$ cat src/rtl/ex_issue_stage_pkg.sv
// Shared definitions for the EX issue stage: decode-field bit positions,
// forwarding-source encodings and the forwarding hit test.
package ex_issue_stage_pkg;

  // Bit positions inside id_src_sel.
  localparam int unsigned SrcSelA = 0;  // 0: rs, 1: zero-extended shamt
  localparam int unsigned SrcSelB = 1;  // 0: rt, 1: immediate

  // Bit positions inside id_uses.
  localparam int unsigned UsesRs = 0;
  localparam int unsigned UsesRt = 1;

  // Forwarding source, MEM has priority over WB, WB over register data.
  typedef enum logic [1:0] {
    FwdReg = 2'd0,
    FwdWb  = 2'd1,
    FwdMem = 2'd2
  } fwd_sel_e;

  // A later stage supplies the operand only when it writes a real register ($0 never forwards).
  function automatic logic fwd_hit(input logic we, input logic [4:0] src_addr,
                                   input logic [4:0] dst_addr);
    return we && (src_addr == dst_addr) && (dst_addr != 5'd0);
  endfunction

endpackage

$ cat src/rtl/ex_issue_stage_if.sv
// Bundle of everything crossing the EX issue stage boundary except clock and reset.
//   master: decode / MEM / WB / control side (drives id_*, flush, hold, forwarding sources)
//   slave : the issue stage itself (drives ALU operands, EX tags and id_stall)
interface ex_issue_stage_if;
  logic        id_valid;
  logic [4:0]  id_rs_addr;
  logic [4:0]  id_rt_addr;
  logic [4:0]  id_rd_addr;
  logic [31:0] id_rs_data;
  logic [31:0] id_rt_data;
  logic [31:0] id_imm;
  logic [4:0]  id_shamt;
  logic [1:0]  id_uses;
  logic [1:0]  id_src_sel;
  logic [3:0]  id_aluop;
  logic        id_reg_write;
  logic        id_mem_read;
  logic        flush;
  logic        hold;
  logic        mem_reg_write;
  logic [4:0]  mem_rd_addr;
  logic [31:0] mem_result;
  logic        wb_reg_write;
  logic [4:0]  wb_rd_addr;
  logic [31:0] wb_result;
  logic [31:0] alu_a;
  logic [31:0] alu_b;
  logic [3:0]  alu_op;
  logic        ex_valid;
  logic [4:0]  ex_rd_addr;
  logic        ex_reg_write;
  logic        ex_mem_read;
  logic [31:0] ex_store_data;
  logic        id_stall;

  modport master (
    output id_valid, id_rs_addr, id_rt_addr, id_rd_addr, id_rs_data, id_rt_data, id_imm,
           id_shamt, id_uses, id_src_sel, id_aluop, id_reg_write, id_mem_read, flush, hold,
           mem_reg_write, mem_rd_addr, mem_result, wb_reg_write, wb_rd_addr, wb_result,
    input  alu_a, alu_b, alu_op, ex_valid, ex_rd_addr, ex_reg_write, ex_mem_read,
           ex_store_data, id_stall
  );

  modport slave (
    input  id_valid, id_rs_addr, id_rt_addr, id_rd_addr, id_rs_data, id_rt_data, id_imm,
           id_shamt, id_uses, id_src_sel, id_aluop, id_reg_write, id_mem_read, flush, hold,
           mem_reg_write, mem_rd_addr, mem_result, wb_reg_write, wb_rd_addr, wb_result,
    output alu_a, alu_b, alu_op, ex_valid, ex_rd_addr, ex_reg_write, ex_mem_read,
           ex_store_data, id_stall
  );
endinterface

$ cat src/rtl/ex_issue_stage_fwd_mux.sv
// Operand forwarding mux (fwd_mux): picks MEM result, WB result or the registered value.
//   i_addr       source register number held in EX
//   i_reg_data   registered operand value
//   i_mem_*      MEM-stage write port (enable, address, data)
//   i_wb_*       WB-stage write port (enable, address, data)
//   o_data       forwarded operand
module ex_issue_stage_fwd_mux
  import ex_issue_stage_pkg::*;
(
  input  logic [4:0]  i_addr,
  input  logic [31:0] i_reg_data,
  input  logic        i_mem_we,
  input  logic [4:0]  i_mem_addr,
  input  logic [31:0] i_mem_data,
  input  logic        i_wb_we,
  input  logic [4:0]  i_wb_addr,
  input  logic [31:0] i_wb_data,
  output logic [31:0] o_data
);

  fwd_sel_e w_sel;

  always_comb begin
    w_sel = FwdReg;
    if (fwd_hit(i_mem_we, i_addr, i_mem_addr)) begin
      w_sel = FwdMem;
    end else if (fwd_hit(i_wb_we, i_addr, i_wb_addr)) begin
      w_sel = FwdWb;
    end
  end

  always_comb begin
    case (w_sel)
      FwdMem:  o_data = i_mem_data;
      FwdWb:   o_data = i_wb_data;
      default: o_data = i_reg_data;
    endcase
  end

endmodule

$ cat src/rtl/ex_issue_stage.sv
// ID->EX pipeline register with operand forwarding, load-use bubble insertion and hold.
//   clk, rst_n  clock and asynchronous active-low reset
//   io_bus      slave side of ex_issue_stage_if: id_* decode fields, flush/hold control,
//               MEM/WB forwarding sources in; ALU operands, EX tags, id_stall out
module ex_issue_stage
  import ex_issue_stage_pkg::*;
(
  input logic           clk,
  input logic           rst_n,
  ex_issue_stage_if.slave io_bus
);

  logic        r_valid;
  logic [4:0]  r_rs_addr;
  logic [4:0]  r_rt_addr;
  logic [4:0]  r_rd_addr;
  logic [31:0] r_rs_data;
  logic [31:0] r_rt_data;
  logic [31:0] r_imm;
  logic [4:0]  r_shamt;
  logic [1:0]  r_src_sel;
  logic [3:0]  r_alu_op;
  logic        r_reg_write;
  logic        r_mem_read;

  logic [31:0] w_rs_fwd;
  logic [31:0] w_rt_fwd;
  logic        w_load_use;
  logic        w_issue;

  ex_issue_stage_fwd_mux u_fwd_rs (
    .i_addr     (r_rs_addr),
    .i_reg_data (r_rs_data),
    .i_mem_we   (io_bus.mem_reg_write),
    .i_mem_addr (io_bus.mem_rd_addr),
    .i_mem_data (io_bus.mem_result),
    .i_wb_we    (io_bus.wb_reg_write),
    .i_wb_addr  (io_bus.wb_rd_addr),
    .i_wb_data  (io_bus.wb_result),
    .o_data     (w_rs_fwd)
  );

  ex_issue_stage_fwd_mux u_fwd_rt (
    .i_addr     (r_rt_addr),
    .i_reg_data (r_rt_data),
    .i_mem_we   (io_bus.mem_reg_write),
    .i_mem_addr (io_bus.mem_rd_addr),
    .i_mem_data (io_bus.mem_result),
    .i_wb_we    (io_bus.wb_reg_write),
    .i_wb_addr  (io_bus.wb_rd_addr),
    .i_wb_data  (io_bus.wb_result),
    .o_data     (w_rt_fwd)
  );

  // A load in EX cannot forward its data to the instruction right behind it.
  assign w_load_use = r_valid && r_mem_read && (r_rd_addr != 5'd0) && io_bus.id_valid &&
                      ((io_bus.id_uses[UsesRs] && (io_bus.id_rs_addr == r_rd_addr)) ||
                       (io_bus.id_uses[UsesRt] && (io_bus.id_rt_addr == r_rd_addr)));
  assign w_issue    = io_bus.id_valid && !w_load_use;

  always_ff @(posedge clk or negedge rst_n) begin
    if (!rst_n) begin
      r_valid     <= 1'b0;
      r_rs_addr   <= '0;
      r_rt_addr   <= '0;
      r_rd_addr   <= '0;
      r_rs_data   <= '0;
      r_rt_data   <= '0;
      r_imm       <= '0;
      r_shamt     <= '0;
      r_src_sel   <= '0;
      r_alu_op    <= '0;
      r_reg_write <= 1'b0;
      r_mem_read  <= 1'b0;
    end else begin
      if (io_bus.hold) begin
        // Tags freeze, but operands keep absorbing retiring writes so nothing is lost.
        r_rs_data <= w_rs_fwd;
        r_rt_data <= w_rt_fwd;
      end else begin
        r_valid     <= w_issue;
        r_rs_addr   <= io_bus.id_rs_addr;
        r_rt_addr   <= io_bus.id_rt_addr;
        r_rd_addr   <= io_bus.id_rd_addr;
        r_rs_data   <= io_bus.id_rs_data;
        r_rt_data   <= io_bus.id_rt_data;
        r_imm       <= io_bus.id_imm;
        r_shamt     <= io_bus.id_shamt;
        r_src_sel   <= io_bus.id_src_sel;
        r_alu_op    <= io_bus.id_aluop;
        r_reg_write <= w_issue && io_bus.id_reg_write;
        r_mem_read  <= w_issue && io_bus.id_mem_read;
      end
      if (io_bus.flush) begin
        r_valid     <= 1'b0;
        r_reg_write <= 1'b0;
        r_mem_read  <= 1'b0;
      end
    end
  end

  assign io_bus.alu_a         = r_src_sel[SrcSelA] ? {27'd0, r_shamt} : w_rs_fwd;
  assign io_bus.alu_b         = r_src_sel[SrcSelB] ? r_imm : w_rt_fwd;
  assign io_bus.alu_op        = r_alu_op;
  assign io_bus.ex_valid      = r_valid;
  assign io_bus.ex_rd_addr    = r_rd_addr;
  assign io_bus.ex_reg_write  = r_reg_write;
  assign io_bus.ex_mem_read   = r_mem_read;
  assign io_bus.ex_store_data = w_rt_fwd;
  // hold may be high while in reset; stall must still read 0 then.
  assign io_bus.id_stall      = (w_load_use || io_bus.hold) && rst_n;

endmodule

$ cat src/flat_wrapper.sv
// flat-port wrapper written by rule: the top's interface ports become plain ports
module ex_issue_stage_flat import ex_issue_stage_pkg::*;
  (clk, rst_n, io_bus_id_valid, io_bus_id_rs_addr, io_bus_id_rt_addr, io_bus_id_rd_addr, io_bus_id_rs_data, io_bus_id_rt_data, io_bus_id_imm, io_bus_id_shamt, io_bus_id_uses, io_bus_id_src_sel, io_bus_id_aluop, io_bus_id_reg_write, io_bus_id_mem_read, io_bus_flush, io_bus_hold, io_bus_mem_reg_write, io_bus_mem_rd_addr, io_bus_mem_result, io_bus_wb_reg_write, io_bus_wb_rd_addr, io_bus_wb_result, io_bus_alu_a, io_bus_alu_b, io_bus_alu_op, io_bus_ex_valid, io_bus_ex_rd_addr, io_bus_ex_reg_write, io_bus_ex_mem_read, io_bus_ex_store_data, io_bus_id_stall);
  ex_issue_stage_if io_bus_i ();
  input logic clk;
  input logic rst_n;
  input wire logic [$bits(io_bus_i.id_valid)-1:0] io_bus_id_valid;
  input wire logic [$bits(io_bus_i.id_rs_addr)-1:0] io_bus_id_rs_addr;
  input wire logic [$bits(io_bus_i.id_rt_addr)-1:0] io_bus_id_rt_addr;
  input wire logic [$bits(io_bus_i.id_rd_addr)-1:0] io_bus_id_rd_addr;
  input wire logic [$bits(io_bus_i.id_rs_data)-1:0] io_bus_id_rs_data;
  input wire logic [$bits(io_bus_i.id_rt_data)-1:0] io_bus_id_rt_data;
  input wire logic [$bits(io_bus_i.id_imm)-1:0] io_bus_id_imm;
  input wire logic [$bits(io_bus_i.id_shamt)-1:0] io_bus_id_shamt;
  input wire logic [$bits(io_bus_i.id_uses)-1:0] io_bus_id_uses;
  input wire logic [$bits(io_bus_i.id_src_sel)-1:0] io_bus_id_src_sel;
  input wire logic [$bits(io_bus_i.id_aluop)-1:0] io_bus_id_aluop;
  input wire logic [$bits(io_bus_i.id_reg_write)-1:0] io_bus_id_reg_write;
  input wire logic [$bits(io_bus_i.id_mem_read)-1:0] io_bus_id_mem_read;
  input wire logic [$bits(io_bus_i.flush)-1:0] io_bus_flush;
  input wire logic [$bits(io_bus_i.hold)-1:0] io_bus_hold;
  input wire logic [$bits(io_bus_i.mem_reg_write)-1:0] io_bus_mem_reg_write;
  input wire logic [$bits(io_bus_i.mem_rd_addr)-1:0] io_bus_mem_rd_addr;
  input wire logic [$bits(io_bus_i.mem_result)-1:0] io_bus_mem_result;
  input wire logic [$bits(io_bus_i.wb_reg_write)-1:0] io_bus_wb_reg_write;
  input wire logic [$bits(io_bus_i.wb_rd_addr)-1:0] io_bus_wb_rd_addr;
  input wire logic [$bits(io_bus_i.wb_result)-1:0] io_bus_wb_result;
  output wire logic [$bits(io_bus_i.alu_a)-1:0] io_bus_alu_a;
  output wire logic [$bits(io_bus_i.alu_b)-1:0] io_bus_alu_b;
  output wire logic [$bits(io_bus_i.alu_op)-1:0] io_bus_alu_op;
  output wire logic [$bits(io_bus_i.ex_valid)-1:0] io_bus_ex_valid;
  output wire logic [$bits(io_bus_i.ex_rd_addr)-1:0] io_bus_ex_rd_addr;
  output wire logic [$bits(io_bus_i.ex_reg_write)-1:0] io_bus_ex_reg_write;
  output wire logic [$bits(io_bus_i.ex_mem_read)-1:0] io_bus_ex_mem_read;
  output wire logic [$bits(io_bus_i.ex_store_data)-1:0] io_bus_ex_store_data;
  output wire logic [$bits(io_bus_i.id_stall)-1:0] io_bus_id_stall;
  assign io_bus_i.id_valid = io_bus_id_valid;
  assign io_bus_i.id_rs_addr = io_bus_id_rs_addr;
  assign io_bus_i.id_rt_addr = io_bus_id_rt_addr;
  assign io_bus_i.id_rd_addr = io_bus_id_rd_addr;
  assign io_bus_i.id_rs_data = io_bus_id_rs_data;
  assign io_bus_i.id_rt_data = io_bus_id_rt_data;
  assign io_bus_i.id_imm = io_bus_id_imm;
  assign io_bus_i.id_shamt = io_bus_id_shamt;
  assign io_bus_i.id_uses = io_bus_id_uses;
  assign io_bus_i.id_src_sel = io_bus_id_src_sel;
  assign io_bus_i.id_aluop = io_bus_id_aluop;
  assign io_bus_i.id_reg_write = io_bus_id_reg_write;
  assign io_bus_i.id_mem_read = io_bus_id_mem_read;
  assign io_bus_i.flush = io_bus_flush;
  assign io_bus_i.hold = io_bus_hold;
  assign io_bus_i.mem_reg_write = io_bus_mem_reg_write;
  assign io_bus_i.mem_rd_addr = io_bus_mem_rd_addr;
  assign io_bus_i.mem_result = io_bus_mem_result;
  assign io_bus_i.wb_reg_write = io_bus_wb_reg_write;
  assign io_bus_i.wb_rd_addr = io_bus_wb_rd_addr;
  assign io_bus_i.wb_result = io_bus_wb_result;
  assign io_bus_alu_a = io_bus_i.alu_a;
  assign io_bus_alu_b = io_bus_i.alu_b;
  assign io_bus_alu_op = io_bus_i.alu_op;
  assign io_bus_ex_valid = io_bus_i.ex_valid;
  assign io_bus_ex_rd_addr = io_bus_i.ex_rd_addr;
  assign io_bus_ex_reg_write = io_bus_i.ex_reg_write;
  assign io_bus_ex_mem_read = io_bus_i.ex_mem_read;
  assign io_bus_ex_store_data = io_bus_i.ex_store_data;
  assign io_bus_id_stall = io_bus_i.id_stall;
  ex_issue_stage u_core (.clk(clk), .rst_n(rst_n), .io_bus(io_bus_i));
endmodule
$ cat config.mk
export PLATFORM = sky130hd
export DESIGN_NAME = ex_issue_stage_flat
export DESIGN_NICKNAME = d
export VERILOG_FILES = /design/src/rtl/ex_issue_stage_pkg.sv /design/src/rtl/ex_issue_stage_if.sv /design/src/rtl/ex_issue_stage_fwd_mux.sv /design/src/rtl/ex_issue_stage.sv /design/src/flat_wrapper.sv
export SDC_FILE = /design/constraint.sdc
export NUM_CORES = 1
export LEC_CHECK = 0
export BUFFER_PORTS_ARGS = -buffer_cell sky130_fd_sc_hd__buf_2
export CORE_MARGIN = 2
export CORE_UTILIZATION = 53
export CTS_CLUSTER_DIAMETER = 120
export DETAILED_ROUTE_END_ITERATION = 7
export PLACE_DENSITY = 0.95
export SLEW_MARGIN = 20
export SYNTH_ARGS = -nofsm -noshare
export SYNTH_HDL_FRONTEND = slang
export SYNTH_SLANG_ARGS = --single-unit
$ cat constraint.sdc
create_clock -name clk -period 4.06 [get_ports clk]
set_clock_uncertainty 0.05 [all_clocks]
set_input_delay 0.609 -clock clk [delete_from_list [all_inputs] [get_ports clk]]
set_output_delay 0.609 -clock clk [all_outputs]
set_load 0.05 [all_outputs]
==> qor.txt, run 1 <==
outcome: completed
area fraction of the dominant cell type after synthesis: 39.82%
period utilisation layout: 91.28%
initial antenna violation count: 1
FILL cells: 1084
xor-xnor portion of the synthesized cell area: 3.233%
list of most frequent post-synthesis cells: 134 x mux2_2, 125 x dfrtp_1, 58 x nor3_1, 47 x clkbuf_1
clock root buffer: clkbuf_16
share of layout cells above drive strength 1: 55.45%
Crit path buffers/inverters: 2
Post-Synth Adder-Cell Area: 0%
ys async rst share: 100.0%
CP max stage delay: 0.62 ns
Setup crit end kind: output pin
cell taking the most area after synthesis: dfrtp_1
total of max-cap violations: 0
first-pass GRT wire length: 40290 µm
count leader, synth: mux2_2
Req. time, crit path: 3.40 ns
vias: 7394
final net count: 1213
Worst-Margin Slew: 0.9797 ns
worst vdd ir: 317.7 µV
Syn Inst Count: 707
sequential share of power: 31.0%
Seq/Total Area, Yosys: 39.82%
clock buffer depth: 2
vias in the first global route: 7597
Hold WC Path Type: primary input to async pin
CTS tree: built
Synthesis Warnings: 0
final wirelength: 26420 µm
Synth Register Bits: 125
clock sinks: 125
Int Power: 2.965 mW
clock-pin slew on the worst setup and hold paths: 0.06 ns
Top Ports: 316
startpoint types: flop
RSZ-0062 raised after global routing: no
compound-cell area share of the yosys netlist: 19.18%
cts bufs inserted: 17
Final Slew Violations: 0
Main synth FF type: dfrtp_1
largest family of logic cells by synthesized area: multiplexers
Top Family by Delay on Critical Path: simple AND/OR/NAND/NOR gates
pwr dens: 462.4 nW/µm²
PortBufs: 315
Clock power frac: 33.3%
final RePlAce weighted congestion: 0.9235
1st-pass router iterations: 5
Setup-failing EPs final: 0
Synthesized Nets: 914
fmax: 269.8 MHz
pin count of the biggest net entering global routing: 73
Mapped Area: 7856 µm²
GR Overflow Total: 0
post-layout min period: 3.706 ns
CP Class: flop to output pin
switching power: 1.797 mW
P_leak: 4.491 nW
slowest CP cell: or4b_2
DRC Markers: 0
syn avg cell area: 11.11 µm²
simple-gate share of the synthesized area: 14.06%
ranking of synthesized cells by area: dfrtp_1 40%, mux2_2 19%, a31oi_4 8.1%
CP arrival: 3.05 ns
Die H: 125.8 µm
mux contribution to synthesized area: 19.33%
Setup Buffers After CTS: 0
DP Cell Count: 1171
Starting Density: 54.05%
1st-iter DRT viols: 604
WL/cell: 21.94 µm
Area growth syn-to-layout: 31.09%
worst-path cell chain: xnor2_1 > nand3_1 > buf_4 > or4b_2 > a31oi_1 > nor2b_1 > buf_2
routed vias/inst: 6.141
# hold bufs at CTS: 0
Post-synth EDFFs: 0
core area: 14530 µm²
H-tree levels: 4
Synth cell types: 46
switching part of the total: 37.74%
row count: 44
Worst Path Max Fanout: 18
post-CTS resize count: 0
Hold WS: 0.09090 ns
Rel. slew slack: 34.68%
Post-Route Setup TNS: 0 ns
Hold Vio Cnt, Final: 0
Final HPWL DP: 19590 µm
gr usage total: 32.76%
Comb pwr share: 35.7%
worst skew pair latency: 0.41 ns
post-route ant nets: 0
DIE AREA: 15810 µm²
Die X: 125.8 µm
Final Instance Count excl. Fillers: 1204
## final cells by class
cell class	instances	area, µm²	share of cell area, %
Antenna cell	1	2.502	0.02430
Clock buffer	23	478.0	4.641
Clock inverter	9	135.1	1.312
Inverter	1	3.754	0.03645
Multi-Input combinational cell	514	4414	42.86
Sequential cell	125	3129	30.39
Tap cell	184	230.2	2.235
Timing Repair Buffer	347	1906	18.50
## cell families (layout without fill, tap and decap cells)
kind of cell	Yosys count	after routing
and+or+nand+nor	206	206
AOI/OAI and AO/OA	144	144
muxes	135	135
DFF	125	125
buffers and inverters	68	380
xor gates and xnor gates	29	29
other	0	1
## final timing paths
path / startpoint / endpoint / slack, ns / cells past startpoint
worst max-delay path: u_core.r_rs_addr[4] / io_bus_alu_a[11] / 0.35 / 7
worst min-delay path: rst_n / u_core.r_imm[31] / 0.09 / 1
worst max register to register: u_core.r_rs_addr[4] / u_core.r_rs_data[31] / 1.51 / 6
worst min register to register: u_core.io_bus.alu_op[0] / u_core.io_bus.alu_op[0] / 0.45 / 1
max in group asynchronous: rst_n / u_core.r_rs_data[10] / 2.44 / 2
min in group clk: io_bus_id_rs_data[2] / u_core.r_rs_data[2] / 0.36 / 3
## cells in the final DEF (no fill, tap or decap), drive strengths merged, types with 8 or more instances in the layout
cell type	count
mux2	134
o31ai	36
nor2b	12
a31oi	45
xor2	8
buf	347
clkbuf	23
nand2	26
xnor2	21
dfrtp	125
a221oi	19
nor2	26
and3	19
nor3	58
nand3	36
or4b	12
o21ai	32
## routing by layer
layer	vias to the layer above	wire, µm	track usage, %
met5	-	0	0
li1	3265	-	-
met3	89	2334	7.816
met1	3584	9771	38.01
met4	0	1124	14.41
met2	456	13190	57.81
## through the flow
| stage | setup WS, ns | power, mW | util [%] | area [µm²] |
|---|---|---|---|---|
| after global routing | 0.1865 | 4.930 | 70.84 | 10300 |
| after CTS | 0.3693 | 4.769 | 70.84 | 10300 |
| after detailed placement | 0.5112 | 3.179 | 66.62 | 9683 |
| final | 0.3541 | 4.763 | 70.86 | 10300 |
| after global placement | 0.5100 | 3.137 | 66.62 | 9683 |
| after floorplan | 0.3381 | 2.684 | - | 7856 |
## flip-flops by register name, indices dropped and copies added, names as in the netlist, 2 cells and up
register / flops
u_core.io_bus.alu_op: 4
u_core.io_bus.ex_rd_addr: 5
u_core.r_imm: 32
u_core.r_rs_addr: 5
u_core.r_rs_data: 32
u_core.r_rt_addr: 5
u_core.r_rt_data: 32
u_core.r_shamt: 5
u_core.r_src_sel: 2
## power groups by stage
stage | Combinational, mW | Clock, mW | Sequential, mW
after floorplan | 1.20 | 0 | 1.49
after global routing | 1.78 | 1.67 | 1.49
after global placement | 1.65 | 0 | 1.48
after CTS | 1.69 | 1.61 | 1.47
after detailed placement | 1.69 | 0 | 1.49
final | 1.70 | 1.59 | 1.47
(Power assumes the default switching activity.)
==> inputs of run 2 (changes only) <==
--- a/config.mk
+++ b/config.mk
@@ -7,6 +7,8 @@
 export LEC_CHECK = 0
 export BUFFER_PORTS_ARGS = -buffer_cell sky130_fd_sc_hd__buf_2
+export CELL_PAD_IN_SITES_DETAIL_PLACEMENT = 0
+export CELL_PAD_IN_SITES_GLOBAL_PLACEMENT = 1
 export CORE_MARGIN = 2
-export CORE_UTILIZATION = 53
+export CORE_UTILIZATION = 40
 export CTS_CLUSTER_DIAMETER = 120
 export DETAILED_ROUTE_END_ITERATION = 7
==> constraint.sdc (replaced) <==
create_clock -name clk -period 4.06 [get_ports clk]
set_clock_uncertainty 0.05 [all_clocks]
set_input_delay 1.218 -clock clk [delete_from_list [all_inputs] [get_ports clk]]
set_output_delay 1.218 -clock clk [all_outputs]
set_load 0.05 [all_outputs]
==> qor.txt, run 2 (same netlist as run 1, synthesis figures left out) <==
multi-input logic area: 6130 µm² (+39%)
P_leak: 6.086 nW (+36%)
total of max-cap violations: 0 (unchanged)
CP arrival: 3.20 ns (+0.15 ns)
first-pass GRT wire length: 46930 µm (+16%)
Worst Path Max Fanout: 8 (-10)
final RePlAce weighted congestion: 0.8359 (-9.5%)
final net count: 1353 (+12%)
FILL cells: 1211 (+12%)
period utilisation layout: 110.0% (+19 points)
Final Instance Count excl. Fillers: 1427 (+19%)
outcome: finished, violations left
clock sinks: 125 (unchanged)
R2R depth: 9 (+3)
FF-to-FF setup slack: 1.63 ns (+0.12 ns)
post-layout min period: 4.466 ns (+0.7597 ns)
RSZ-0062 raised after global routing: yes
Hold Path Cell Cnt: 1
gr usage total: 30.22% (-2.5 points)
Die H: 144.1 µm (+15%)
HP Start: u_core.io_bus.alu_op[3]
Final Slew Violations: 0 (unchanged)
reg2reg start: u_core.r_rs_addr[3]
row count: 51 (+16%)
most frequent cells in the layout: 210 x buf_2, 123 x dfrtp_1, 102 x mux2_2, 98 x buf_4, 92 x buf_6
Worst-Margin Slew: 0.9503 ns (-0.02948 ns)
post-route ant nets: 0 (unchanged)
share of layout cells above drive strength 1: 74.81% (+19 points)
register area: 3133 µm² (+0.12%)
pwr dens: 405.0 nW/µm² (-12%)
WL/cell: 24.90 µm (+13%)
Top Ports: 316 (unchanged)
core area: 19400 µm² (+33%)
PortBufs: 315 (unchanged)
Post-Route Setup TNS: -29.99 ns (-29.99 ns)
initial antenna violation count: 4 (+3)
Req. time, crit path: 2.79 ns (-0.61 ns)
DRC Markers: 0 (unchanged)
Die X: 144.1 µm (+15%)
clock root buffer: clkbuf_16
1st-iter DRT viols: 517 (-14%)
r2r endpoint: u_core.r_rs_data[25]
setup ws final: -0.4056 ns (-0.7597 ns)
most common cell after layout, fill and taps aside: buf_2
Setup crit end kind: output pin
startpoint types: primary input
vias: 8212 (+11%)
Hold Vio Cnt, Final: 0 (unchanged)
worst vdd ir: 282.8 µV (-11%)
routed vias/inst: 5.755 (-6.3%)
Hold EP: u_core.io_bus.alu_op[3]
Place WS: -0.4997 ns (-1.011 ns)
failing checks: negative setup slack
Pwr Total: 5.904 mW (+24%)
pin count of the biggest net entering global routing: 70 (-4.1%)
DP Cell Count: 1319 (+13%)
DIE AREA: 20780 µm² (+31%)
Area growth syn-to-layout: 85.55%
Hold WS: 0.4496 ns (+0.3587 ns)
CP Class: primary input to output pin
Rel. slew slack: 36.65% (+2.0 points)
critical path startpoint: io_bus_wb_rd_addr[1]
1st-pass router iterations: 7 (+2)
GR Overflow Total: 0 (unchanged)
Largest regs: u_core.r_imm: 32 flops, u_core.r_rs_data: 32 flops, u_core.r_rt_data: 32 flops
clock-pin slew on the worst setup and hold paths: 0.06 ns (about the same)
placed inst area: 10910 µm² (+13%)
post-route cell area: 14580 µm² (+42%)
CTS tree: built
Starting Density: 40.50% (-14 points)
Setup-failing EPs final: 96 (+96)
vias in the first global route: 8471 (+12%)
worst skew pair latency: 0.42 ns (about the same)
post-route core utilization: 75.15% (+4.3 points)
Hold WC Path Type: flop to flop
final wirelength: 35530 µm (+35%)
H-tree levels: 4 (unchanged)
clock buffer depth: 2 (unchanged)
fmax: 223.9 MHz (-17%)
cts bufs inserted: 17 (unchanged)
Final HPWL DP: 21240 µm (+8.4%)
[run 2: repair_timing]
item | CTS | global route
setup endpoints to repair | 96 | 97
pin swaps | 28 | 44
buffers inserted | 38 | 34
resized for setup | 326 | 185
cloned | 4 | 9
hold buffers | 0 | 0
[run 2: worst max-delay path by stage]
stage / end / cells after the start / slack, ns
floorplan: io_bus_alu_b[0] / 7 / -0.25
global placement: io_bus_alu_b[30] / 9 / -0.44
detailed placement: io_bus_alu_b[30] / 9 / -0.50
CTS: io_bus_alu_b[31] / 9 / -0.39
global route: io_bus_alu_b[10] / 10 / -0.45
finish: io_bus_alu_b[22] / 10 / -0.41
[run 2: final cells by class]
cell class                 instances  area share, %
tap                              265          2.274
antenna                            3        0.05150
inverter                           1        0.02575
sequential                       125          21.49
timing repair buffer             486          29.66
clock buffer                      19          2.970
clock inverter                    13          1.476
multi-input combinational        515          42.05
[run 2: power by group]
group | switching (mW) | internal (mW)
Sequential | 0.141 | 1.38
Clock | 0.634 | 1.10
Combinational | 1.44 | 1.20
[run 2: metal layers]
metal | wire length (µm) | track usage [%] | part of all wire, %
met5 | 13 | 0 | 0.037
met4 | 1442 | 14.46 | 4.1
met3 | 2606 | 6.457 | 7.3
met2 | 18230 | 52.58 | 51
met1 | 13230 | 35.55 | 37
[run 2: worst max-delay path, cell delays in order]
cell and delay (ns):
buf_6 0.09, or4_4 0.55, buf_6 0.15, o211ai_4 0.20, buf_12 0.16, buf_12 0.16
o21ai_2 0.08, a31oi_4 0.23, mux2_4 0.21, buf_8 0.15
==> inputs of run 3 (changes only) <==
SYNTH_HIERARCHICAL = 1   (was not set)
==> qor.txt, run 3 <==
clock sinks: 125 (unchanged)
Clock power frac: 26.9% (-2.4 points)
clock buffer depth: 2 (unchanged)
outcome: finished, violations left
final wirelength: 35720 µm (+0.52%)
cell taking the most area after synthesis: dfrtp_1
pin count of the biggest net entering global routing: 69 (-1.4%)
routed vias/inst: 6.110 (+6.2%)
Place WS: -0.4381 ns (+0.06153 ns)
Worst Path Max Fanout: 15 (+7)
syn avg cell area: 10.55 µm² (-5.0%)
# hold bufs at CTS: 0 (unchanged)
Rel. slew slack: 34.94% (-1.7 points)
worst skew pair latency: 0.42 ns (about the same)
P_leak: 5.934 nW (-2.5%)
Die X: 143.1 µm (-0.75%)
Post-Route Setup TNS: -25.98 ns (+4.008 ns)
Mapped Area: 7736 µm² (-1.5%)
vias in the first global route: 9070 (+7.1%)
row count: 50 (-2.0%)
RSZ-0062 raised after global routing: yes
Setup crit end kind: output pin
CP Class: primary input to output pin
Die H: 143.1 µm (-0.75%)
clock root buffer: clkbuf_16
Worst-Margin Slew: 0.9759 ns (+0.02562 ns)
DP Cell Count: 1339 (+1.5%)
switching part of the total: 38.70% (+1.1 points)
vias: 8694 (+5.9%)
1st-pass router iterations: 5 (-2)
Post-synth EDFFs: 0 (unchanged)
Hold WC Path Type: flop to flop
cts bufs inserted: 17 (unchanged)
initial antenna violation count: 4 (unchanged)
FILL cells: 1148 (-5.2%)
slowest CP cell: o31ai_1
switching power: 2.251 mW (+1.4%)
PortBufs: 315 (unchanged)
Main synth FF type: dfrtp_1
Final Slew Violations: 0 (unchanged)
ys async rst share: 100.0% (unchanged)
Setup-failing EPs final: 96 (unchanged)
post-layout min period: 4.454 ns (-0.01147 ns)
most frequent cells in the layout: 214 x buf_2, 123 x dfrtp_1, 122 x mux2_2, 96 x buf_4, 68 x buf_6
GR Overflow Total: 0 (unchanged)
CTS tree: built
setup ws final: -0.3941 ns (+0.01147 ns)
WL/cell: 25.10 µm (+0.81%)
Comb pwr share: 47.3% (+2.4 points)
share of layout cells above drive strength 1: 71.42% (-3.4 points)
Synth Register Bits: 125 (unchanged)
fmax: 224.5 MHz (+0.26%)
clock-pin slew on the worst setup and hold paths: 0.06 ns (about the same)
most common cell after layout, fill and taps aside: buf_2
Req. time, crit path: 2.79 ns (about the same)
Final HPWL DP: 21770 µm (+2.5%)
Final Instance Count excl. Fillers: 1423 (-0.28%)
Syn Inst Count: 733 (+3.7%)
post-route ant nets: 0 (unchanged)
Pwr Total: 5.817 mW (-1.5%)
total of max-cap violations: 0 (unchanged)
Hold WS: 0.4542 ns (+0.004600 ns)
list of most frequent post-synthesis cells: 159 x mux2_2, 125 x dfrtp_1, 68 x nor4_1, 65 x o31ai_1
DRC Markers: 0 (unchanged)
sequential share of power: 25.8% (about the same)
startpoint types: primary input
Hold Vio Cnt, Final: 0 (unchanged)
1st-iter DRT viols: 853 (+65%)
DIE AREA: 20470 µm² (-1.5%)
Starting Density: 41.08% (+0.58 points)
gr usage total: 33.04% (+2.8 points)
final RePlAce weighted congestion: 0.8838 (+5.7%)
core area: 18830 µm² (-2.9%)
Largest regs: u_core/r_imm: 32 flops, u_core/r_rs_data: 32 flops, u_core/r_rt_data: 32 flops
failing checks: negative setup slack
ranking of synthesized cells by area: dfrtp_1 40%, mux2_2 23%, o31ai_1 6.3%
Int Power: 3.565 mW (-3.2%)
Seq/Total Area, Yosys: 40.43% (+0.62 points)
worst vdd ir: 286.9 µV (+1.5%)
pwr dens: 410.2 nW/µm² (+1.3%)
Synthesized Nets: 940 (+2.8%)
CP max stage delay: 0.36 ns (-0.19 ns)
worst-path cell chain: buf_2 > buf_4 > xnor2_1 > nand3_2 > buf_12 > o31ai_1 > a31oi_2 > mux2_4 > buf_8
Top Ports: 316 (unchanged)
H-tree levels: 4 (unchanged)
area fraction of the dominant cell type after synthesis: 40.43% (+0.62 points)
CP arrival: 3.19 ns (about the same)
Area growth syn-to-layout: 83.31%
period utilisation layout: 109.7% (-0.28 points)
count leader, synth: mux2_2
Synth cell types: 35 (-24%)
Synthesis Warnings: 6 (+6)
final net count: 1352 (-0.074%)
first-pass GRT wire length: 51070 µm (+8.8%)
run 3: cell types whose count changed after synthesis, moves of 29 or more:
cell / before / now
nor4_1: 3 / 68
a31oi_1: 15 / 64
nand3_1: 36 / 4
nor3_1: 58 / 0
o21ai_1: 31 / 2
a31oi_4: 30 / 0
nand4_1: 3 / 64
o31ai_1: 36 / 65
run 3: cell type report:
cell class / instances / area [µm²] / area share, %
multi-input cells: 519 / 5779 / 40.75
repair buffers: 480 / 4329 / 30.53
flip-flops and latches: 125 / 3133 / 22.09
clock buffers: 19 / 452.9 / 3.194
well taps: 260 / 325.3 / 2.294
clock inverters: 13 / 141.4 / 0.9970
diodes: 5 / 12.51 / 0.08823
inverters: 2 / 7.507 / 0.05294
run 3: worst max-delay path: cells and delay by family:
kind                   cells  cell delay (ns)
buffers and inverters      4             0.64
AO/OA/AOI/OAI              2             0.57
multiplexers               1             0.32
XOR/XNOR                   1             0.23
AND/OR/NAND/NOR            1             0.19
run 3: per-layer routing:
layer / up-vias / part of all wire [%] / GRT usage [%]
met2: 579 / 50 / 55.96
met1: 4248 / 37 / 39.19
met4: 0 / 5.1 / 17.35
met5: - / 0 / 0
met3: 148 / 8.1 / 7.311
li1: 3719 / - / -
run 3: kinds of logic (layout without fill, tap and decap cells):
| kind of cell | count (synthesis) | after routing | synth area share [%] |
|---|---|---|---|
| AOI/OAI and AO/OA | 143 | 143 | 13.18 |
| xor gates and xnor gates | 26 | 26 | 2.944 |
| buffers and inverters | 89 | 514 | 5.046 |
| DFF | 125 | 125 | 40.43 |
| muxes | 159 | 159 | 23.14 |
| other | 0 | 5 | 0 |
| and+or+nand+nor | 191 | 191 | 15.25 |
run 3: path summary, 6_finish.rpt:
path	start	end	slack, ns	depth (start not counted)
setup / recovery	io_bus_wb_rd_addr[2]	io_bus_alu_a[3]	-0.39	9
hold / removal	u_core/r_shamt[0]	u_core/r_shamt[0]	0.45	1
setup reg to reg	u_core/r_rs_addr[4]	u_core/r_rs_data[24]	1.37	10
hold reg to reg	u_core/r_shamt[0]	u_core/r_shamt[0]	0.45	1
max in group asynchronous	rst_n	u_core/r_src_sel[0]	2.35	2
min in group asynchronous	rst_n	u_core/io_bus.ex_valid	0.90	2
run 3: repair_timing:
action,CTS,global route
pin swaps,22,23
setup buffers,22,29
resized for setup,332,79
cloned,5,1
endpoints found under the setup margin,96,96
run 3: through the flow:
step	utilization, %	area, µm²
after floorplan	-	8611
after global placement	60.37	11370
after detailed placement	60.37	11370
after CTS	72.13	13580
after global routing	75.28	14180
final	75.31	14180
run 3: power groups by stage:
stage               logic, mW  registers, mW  clock network (mW)
finish                   2.75           1.50                1.57
global route             2.84           1.51                1.63
CTS                      2.53           1.50                1.58
detailed placement       2.08           1.51                   0
global placement         2.06           1.50                   0
floorplan                1.38           1.49                   0
